$ cat src/rtl/ball_motion_if.sv
// ball_motion_if: paddle positions in, ball position, scores and event pulses out.
interface ball_motion_if;
  logic [9:0] player_paddle;
  logic [9:0] ai_paddle;
  logic [9:0] ball_pos_x;
  logic [9:0] ball_pos_y;
  logic [3:0] player_score;
  logic [3:0] ai_score;
  logic       paddle_hit;
  logic       point_player;
  logic       point_ai;
  logic       game_over;
  modport master (
    input  player_paddle, ai_paddle,
    output ball_pos_x, ball_pos_y, player_score, ai_score,
           paddle_hit, point_player, point_ai, game_over
  );
  modport slave (
    output player_paddle, ai_paddle,
    input  ball_pos_x, ball_pos_y, player_score, ai_score,
           paddle_hit, point_player, point_ai, game_over
  );
endinterface

$ cat src/rtl/ball_motion.sv
// ball_motion: Pong ball physics, paddle/wall reflection, scoring and serve/play/over sequencing.
module ball_motion #(
  parameter int SCREEN_W    = 640,
  parameter int SCREEN_H    = 480,
  parameter int BALL_SIZE   = 8,
  parameter int PADDLE_W    = 8,
  parameter int PADDLE_H    = 64,
  parameter int PLAYER_X    = 16,
  parameter int AI_X        = 616,
  parameter int SPEED       = 2,
  parameter int STEP_DIV    = 416667,
  parameter int SERVE_STEPS = 60,
  parameter int WIN_SCORE   = 7
) (
  input logic          clk,
  input logic          reset,
  ball_motion_if.master bus
);
  typedef enum logic [1:0] {SERVE, PLAY, OVER} state_t;
  localparam int CX   = (SCREEN_W - BALL_SIZE) / 2;
  localparam int CY   = (SCREEN_H - BALL_SIZE) / 2;
  localparam int F    = PLAYER_X + PADDLE_W;
  localparam int YMAX = SCREEN_H - BALL_SIZE;
  localparam int SW   = STEP_DIV > 1 ? $clog2(STEP_DIV) : 1;
  localparam int VW   = SERVE_STEPS > 1 ? $clog2(SERVE_STEPS) : 1;
  state_t        state_q;
  logic [SW-1:0] step_q;
  logic [VW-1:0] serve_q;
  logic [9:0]    x_q, y_q, x_d, y_d;
  logic          dx_q, dy_q, dy_d;
  logic [3:0]    ps_q, as_q, ps_n, as_n;
  logic          hit_q, pp_q, pa_q, go_q;
  logic [10:0]   xe, ye, pe, ae;
  logic          strobe, serve_done, ovl_p, ovl_a, hit_l, hit_r, miss_l, miss_r, win;
  always_comb begin
    xe         = {1'b0, x_q};
    ye         = {1'b0, y_q};
    pe         = {1'b0, bus.player_paddle};
    ae         = {1'b0, bus.ai_paddle};
    strobe     = step_q == SW'(STEP_DIV - 1);
    serve_done = serve_q == VW'(SERVE_STEPS - 1);
    ovl_p      = ye + 11'(BALL_SIZE) > pe && ye < pe + 11'(PADDLE_H);
    ovl_a      = ye + 11'(BALL_SIZE) > ae && ye < ae + 11'(PADDLE_H);
    hit_l      = !dx_q && xe >= 11'(F) && xe < 11'(F + SPEED) && ovl_p;
    hit_r      = dx_q && xe + 11'(BALL_SIZE) <= 11'(AI_X) && xe + 11'(BALL_SIZE + SPEED) > 11'(AI_X) && ovl_a;
    miss_l     = !dx_q && xe < 11'(SPEED) && !hit_l;
    miss_r     = dx_q && xe + 11'(BALL_SIZE + SPEED) > 11'(SCREEN_W) && !hit_r;
    x_d        = hit_l ? 10'(F) : hit_r ? 10'(AI_X - BALL_SIZE) : dx_q ? x_q + 10'(SPEED) : x_q - 10'(SPEED);
    y_d        = !dy_q && ye < 11'(SPEED) ? '0 :
                 dy_q && ye + 11'(SPEED) > 11'(YMAX) ? 10'(YMAX) :
                 dy_q ? y_q + 10'(SPEED) : y_q - 10'(SPEED);
    dy_d       = !dy_q && ye < 11'(SPEED) ? 1'b1 : dy_q && ye + 11'(SPEED) > 11'(YMAX) ? 1'b0 : dy_q;
    ps_n       = ps_q + 4'(ps_q < 4'(WIN_SCORE));
    as_n       = as_q + 4'(as_q < 4'(WIN_SCORE));
    win        = (miss_r ? ps_n : as_n) == 4'(WIN_SCORE);
  end
  always_ff @(posedge clk) begin
    if (reset) begin
      state_q <= SERVE;
      step_q  <= '0;
      serve_q <= '0;
      x_q     <= 10'(CX);
      y_q     <= 10'(CY);
      dx_q    <= 1'b1;
      dy_q    <= 1'b1;
      ps_q    <= '0;
      as_q    <= '0;
      hit_q   <= 1'b0;
      pp_q    <= 1'b0;
      pa_q    <= 1'b0;
      go_q    <= 1'b0;
    end else begin
      hit_q  <= 1'b0;
      pp_q   <= 1'b0;
      pa_q   <= 1'b0;
      step_q <= strobe ? '0 : step_q + SW'(1);
      if (strobe) begin
        case (state_q)
          SERVE: begin
            serve_q <= serve_done ? '0 : serve_q + VW'(1);
            if (serve_done) state_q <= PLAY;
          end
          PLAY: begin
            if (miss_l || miss_r) begin
              // a miss recentres, keeps dir_y and serves toward the side that lost
              x_q     <= 10'(CX);
              y_q     <= 10'(CY);
              dx_q    <= miss_r;
              serve_q <= '0;
              ps_q    <= miss_r ? ps_n : ps_q;
              as_q    <= miss_l ? as_n : as_q;
              pp_q    <= miss_r;
              pa_q    <= miss_l;
              go_q    <= win;
              state_q <= win ? OVER : SERVE;
            end else begin
              x_q   <= x_d;
              y_q   <= y_d;
              dx_q  <= hit_l ? 1'b1 : hit_r ? 1'b0 : dx_q;
              dy_q  <= dy_d;
              hit_q <= hit_l || hit_r;
            end
          end
          default: ;
        endcase
      end
    end
  end
  assign bus.ball_pos_x   = x_q;
  assign bus.ball_pos_y   = y_q;
  assign bus.player_score = ps_q;
  assign bus.ai_score     = as_q;
  assign bus.paddle_hit   = hit_q;
  assign bus.point_player = pp_q;
  assign bus.point_ai     = pa_q;
  assign bus.game_over    = go_q;
endmodule

$ cat src/flat_wrapper.sv
// flat-port wrapper written by rule: the top's interface ports become plain ports
module ball_motion_flat 
#(
  parameter int SCREEN_W    = 640,
  parameter int SCREEN_H    = 480,
  parameter int BALL_SIZE   = 8,
  parameter int PADDLE_W    = 8,
  parameter int PADDLE_H    = 64,
  parameter int PLAYER_X    = 16,
  parameter int AI_X        = 616,
  parameter int SPEED       = 2,
  parameter int STEP_DIV    = 416667,
  parameter int SERVE_STEPS = 60,
  parameter int WIN_SCORE   = 7
)
  (clk, reset, bus_player_paddle, bus_ai_paddle, bus_ball_pos_x, bus_ball_pos_y, bus_player_score, bus_ai_score, bus_paddle_hit, bus_point_player, bus_point_ai, bus_game_over);
  ball_motion_if bus_i ();
  input logic clk;
  input logic reset;
  input wire logic [$bits(bus_i.player_paddle)-1:0] bus_player_paddle;
  input wire logic [$bits(bus_i.ai_paddle)-1:0] bus_ai_paddle;
  output wire logic [$bits(bus_i.ball_pos_x)-1:0] bus_ball_pos_x;
  output wire logic [$bits(bus_i.ball_pos_y)-1:0] bus_ball_pos_y;
  output wire logic [$bits(bus_i.player_score)-1:0] bus_player_score;
  output wire logic [$bits(bus_i.ai_score)-1:0] bus_ai_score;
  output wire logic [$bits(bus_i.paddle_hit)-1:0] bus_paddle_hit;
  output wire logic [$bits(bus_i.point_player)-1:0] bus_point_player;
  output wire logic [$bits(bus_i.point_ai)-1:0] bus_point_ai;
  output wire logic [$bits(bus_i.game_over)-1:0] bus_game_over;
  assign bus_i.player_paddle = bus_player_paddle;
  assign bus_i.ai_paddle = bus_ai_paddle;
  assign bus_ball_pos_x = bus_i.ball_pos_x;
  assign bus_ball_pos_y = bus_i.ball_pos_y;
  assign bus_player_score = bus_i.player_score;
  assign bus_ai_score = bus_i.ai_score;
  assign bus_paddle_hit = bus_i.paddle_hit;
  assign bus_point_player = bus_i.point_player;
  assign bus_point_ai = bus_i.point_ai;
  assign bus_game_over = bus_i.game_over;
  ball_motion #(.SCREEN_W(SCREEN_W), .SCREEN_H(SCREEN_H), .BALL_SIZE(BALL_SIZE), .PADDLE_W(PADDLE_W), .PADDLE_H(PADDLE_H), .PLAYER_X(PLAYER_X), .AI_X(AI_X), .SPEED(SPEED), .STEP_DIV(STEP_DIV), .SERVE_STEPS(SERVE_STEPS), .WIN_SCORE(WIN_SCORE)) u_core (.clk(clk), .reset(reset), .bus(bus_i));
endmodule
$ cat config.mk
export PLATFORM = sky130hd
export DESIGN_NAME = ball_motion_flat
export DESIGN_NICKNAME = d
export VERILOG_FILES = /design/src/rtl/ball_motion_if.sv /design/src/rtl/ball_motion.sv /design/src/flat_wrapper.sv
export SDC_FILE = /design/constraint.sdc
export NUM_CORES = 1
export LEC_CHECK = 0
export BUFFER_PORTS_ARGS = -buffer_cell sky130_fd_sc_hd__buf_2
export CAP_MARGIN = 20
export CELL_PAD_IN_SITES_DETAIL_PLACEMENT = 1
export CELL_PAD_IN_SITES_GLOBAL_PLACEMENT = 1
export CORE_MARGIN = 4
export CORE_UTILIZATION = 35
export DETAILED_ROUTE_END_ITERATION = 7
export PLACE_DENSITY = 0.68
export SETUP_SLACK_MARGIN = 0.15
export SKIP_CTS_REPAIR_TIMING = 1
export SLEW_MARGIN = 20
export SYNTH_ARGS = -nofsm -noshare
export SYNTH_HDL_FRONTEND = slang
export SYNTH_SLANG_ARGS = --single-unit
$ cat constraint.sdc
create_clock -name clk -period 4.3 [get_ports clk]
set_clock_uncertainty 0.15 [all_clocks]
set_input_delay 0.215 -clock clk [delete_from_list [all_inputs] [get_ports clk]]
set_output_delay 0.215 -clock clk [all_outputs]
set_load 0.1 [all_outputs]
==> metrics.yaml <==
status:
  status: "finished clean"
setup_path:
  path_max_fanout: 10
  rrSetupSlack_ps: 420
  r2r-start: "u_core.bus.ball_pos_y[7]$_SDFFE_PP1P_"
  end_kind: "flop"
  path_class: "flop to flop"
  cp.arrival_ps: 3910
  crit_path_start_kind: "flop"
  r2r_end: "u_core.bus.ball_pos_y[5]$_SDFFE_PP1P_"
  rr_worst_depth: 11
  cp.required_ps: 4340
power:
  p_per_area_mw_per_mm2: 261
  vdd_drop_max_v: 0.000217
  p_leak_uw: 0.00226
  p_total_uw: 1460
min_path:
  min_path_cells: 2
  hold_path_class: "input port to flop"
  min_from: "reset"
  whs_endpoint: "u_core.bus.ai_score[3]$_SDFFE_PP0P_"
synth:
  synth_cell_types: 83
  avgSynthCellArea_um2: 7.95
  ys_async_sr_fraction_pct: 0
  synth_cells: 620
  synth_edf_count: 0
  synth-main-ff-cell: "dfxtp_1"
  synthesis.area_mm2: 0.00493
  yosys_register_bits: 59
  ys_seq_area_share_pct: 24.0
  yosys_warnings: 0
cells_and_area:
  diodes: 0
  drive_gt1_share_pct: 15.4
  syn2layout_area_growth_pct: 13.5
  fill_cells: 1690
  fin_nets: 729
timing:
  timing.final.crit_share_pct: 90.1
  setup_violations: 0
  setup_ws_ps: 424
  max_slew_margin_pct: 51.2
  final_max_slew_viol_count: 0
  finalSetupTns_ps: 0
  rsz0062_at_grt: "false"
  fmax_ghz: 0.258
  hold_viol: 0
  period_needed_ps: 3880
  holdWs_ps: 277
  tightest_slew_ps: 730
route:
  drtIter0Drc: 269
  wl_per_cell_um: 17.9
  dr.pass1.iters: 4
  drc: 0
  avgViaCountPerCell: 5.71
  ant_nets: 0
  vias: 4814
  routed_wirelength_um: 15100
global_routing:
  grt_use_total_pct: 18.9
  grt_max_degree: 34
  grt_first_pass_wirelength_um: 25400
  gr-total-overflow: 0
  antenna_found_initial: 0
  grt_pass1_vias: 5065
floorplan:
  die_w_um: 127
  initial_core_util_pct: 35.6
  die_area_mm2: 0.0160
  rows: 43
  die_h_um: 127
  core_area_mm2: 0.0138
  ios: 54
clock_network:
  cts_sinks: 59
  clkSlewWorstSetupHoldPaths_ps: 60
  cts.path.max_buffers: 2
  cts_tree: "done"
  h-tree-depth: 3
  cts_root_buf: "clkbuf_16"
  numCtsBuffers: 9
  clk_latency_ps: 320
placed_design:
  dp_hpwl_um: 11500
  dp_slack_ps: 352
  io_buffers: 51
  place_congestion: 0.842
flow_run:
  max-cap-violations: 0
cell families (layout without fill, tap and decap cells):
kind of cell,Yosys count,after routing,share of synthesized area (%)
flops,59,59,24.0
xor+xnor,38,38,6.91
other cells,1,2,0.0761
fa+ha+maj,49,49,12.4
simple gates,249,249,26.0
buf+inv,71,113,6.65
mux,1,1,0.203
compound gates,152,152,23.8
flip-flops by register name, summed over array words and instances, names as in the netlist:
signal and flops:
u_core.bus.game_over 1, u_core.dx_q 1, u_core.bus.ball_pos_x 9, u_core.bus.point_ai 1
u_core.bus.point_player 1, u_core.serve_q 6, u_core.dy_q 1, u_core.step_q 19
u_core.bus.ball_pos_y 9, u_core.bus.ai_score 4, u_core.bus.paddle_hit 1, u_core.bus.player_score 4
u_core.state_q 2
through the flow:
stage	cell area [um2]	utilization, %	instances
3_5_place_dp	5290	38.2	827
6_report	5590	40.5	843
5_1_grt	5590	40.5	843
2_1_floorplan	4930	-	621
3_3_place_gp	5290	38.2	827
4_1_cts	5590	40.4	843
critical path, cell delays in order (launching register included):
cell	delay [ps]
dfxtp_1	600
and4_4	330
nand2_1	70
xnor2_1	160
ha_1	330
nand3_1	110
or3_4	400
o2111ai_2	180
o21ai_2	140
or4_1	760
a31oi_4	370
o211ai_1	140
cells in the final DEF, fill, tap and decap left out, drive strengths merged, types with 8 or more instances in the layout:
cell,synthesis,final
ha,49,49
dfxtp,59,59
inv,37,37
buf,21,59
nand3,39,39
a21oi,29,29
and3,10,10
nand4,13,13
xor2,16,16
nor2b,8,8
a31oi,13,13
nor4,9,9
clkbuf,12,13
a21o,9,9
xnor2,22,22
o21ai,20,20
nor2,61,61
nor3,13,13
nand2,53,53
o211ai,13,13
Yosys cell counts (6+ instances only):
library cell	instances	area share, %
nor2_1	61	4.6
dfxtp_1	59	24
nand2_1	53	4.0
ha_1	49	12
nand3_1	39	4.0
inv_1	37	2.8
a21oi_1	29	2.9
xnor2_1	21	3.7
o21ai_0	17	1.7
xor2_1	16	2.8
nand4_1	13	1.7
clkbuf_1	12	0.91
nor3_1	12	1.2
a31oi_1	11	1.4
o211ai_1	11	1.7
and3_1	10	1.3
buf_2	10	1.0
a21o_1	8	1.2
nor2b_1	8	1.0
nor4_1	8	1.0
a211oi_1	7	1.1
and2_1	7	0.89
nand2b_1	6	0.76
o2111ai_1	6	1.1
metal layers:
| metal | routed length [um] | part of all wire (%) | track usage, % |
|---|---|---|---|
| met1 | 6930 | 46 | 24.8 |
| met2 | 7320 | 49 | 32.0 |
| met3 | 528 | 3.5 | 3.16 |
| met4 | 297 | 2.0 | 5.55 |
| met5 | 0 | 0 | 0 |
where the power goes:
part | switching (uW) | internal (uW)
Combinational | 131 | 60.0
Clock | 250 | 452
Sequential | 14.5 | 553
area by class of cell:
cell class	instances	area, um2	area share, %
clock buffers	13	280	5.01
multi-input cells	491	3430	61.3
inverters	38	143	2.55
clock inverters	3	20.0	0.358
well taps	180	225	4.03
repair buffers	59	315	5.64
flip-flops and latches	59	1180	21.2
worst max-delay path by stage:
| stage | startpoint | cells past startpoint | end |
|---|---|---|---|
| 2_1_floorplan | u_core.bus.ball_pos_y[4]$_SDFFE_PP0P_ | 13 | u_core.bus.ball_pos_x[9]$_SDFFE_PP0P_ |
| 3_3_place_gp | u_core.bus.ball_pos_y[7]$_SDFFE_PP1P_ | 11 | u_core.bus.ball_pos_y[5]$_SDFFE_PP1P_ |
| 3_5_place_dp | u_core.bus.ball_pos_y[7]$_SDFFE_PP1P_ | 11 | u_core.bus.game_over$_SDFFE_PP0P_ |
| 4_1_cts | u_core.bus.ball_pos_y[7]$_SDFFE_PP1P_ | 11 | u_core.bus.game_over$_SDFFE_PP0P_ |
| 5_1_grt | u_core.bus.ball_pos_y[3]$_SDFFE_PP1P_ | 11 | u_core.bus.ball_pos_y[2]$_SDFFE_PP1P_ |
| 6_report | u_core.bus.ball_pos_y[7]$_SDFFE_PP1P_ | 11 | u_core.bus.ball_pos_y[5]$_SDFFE_PP1P_ |
(Power assumes the default switching activity.)
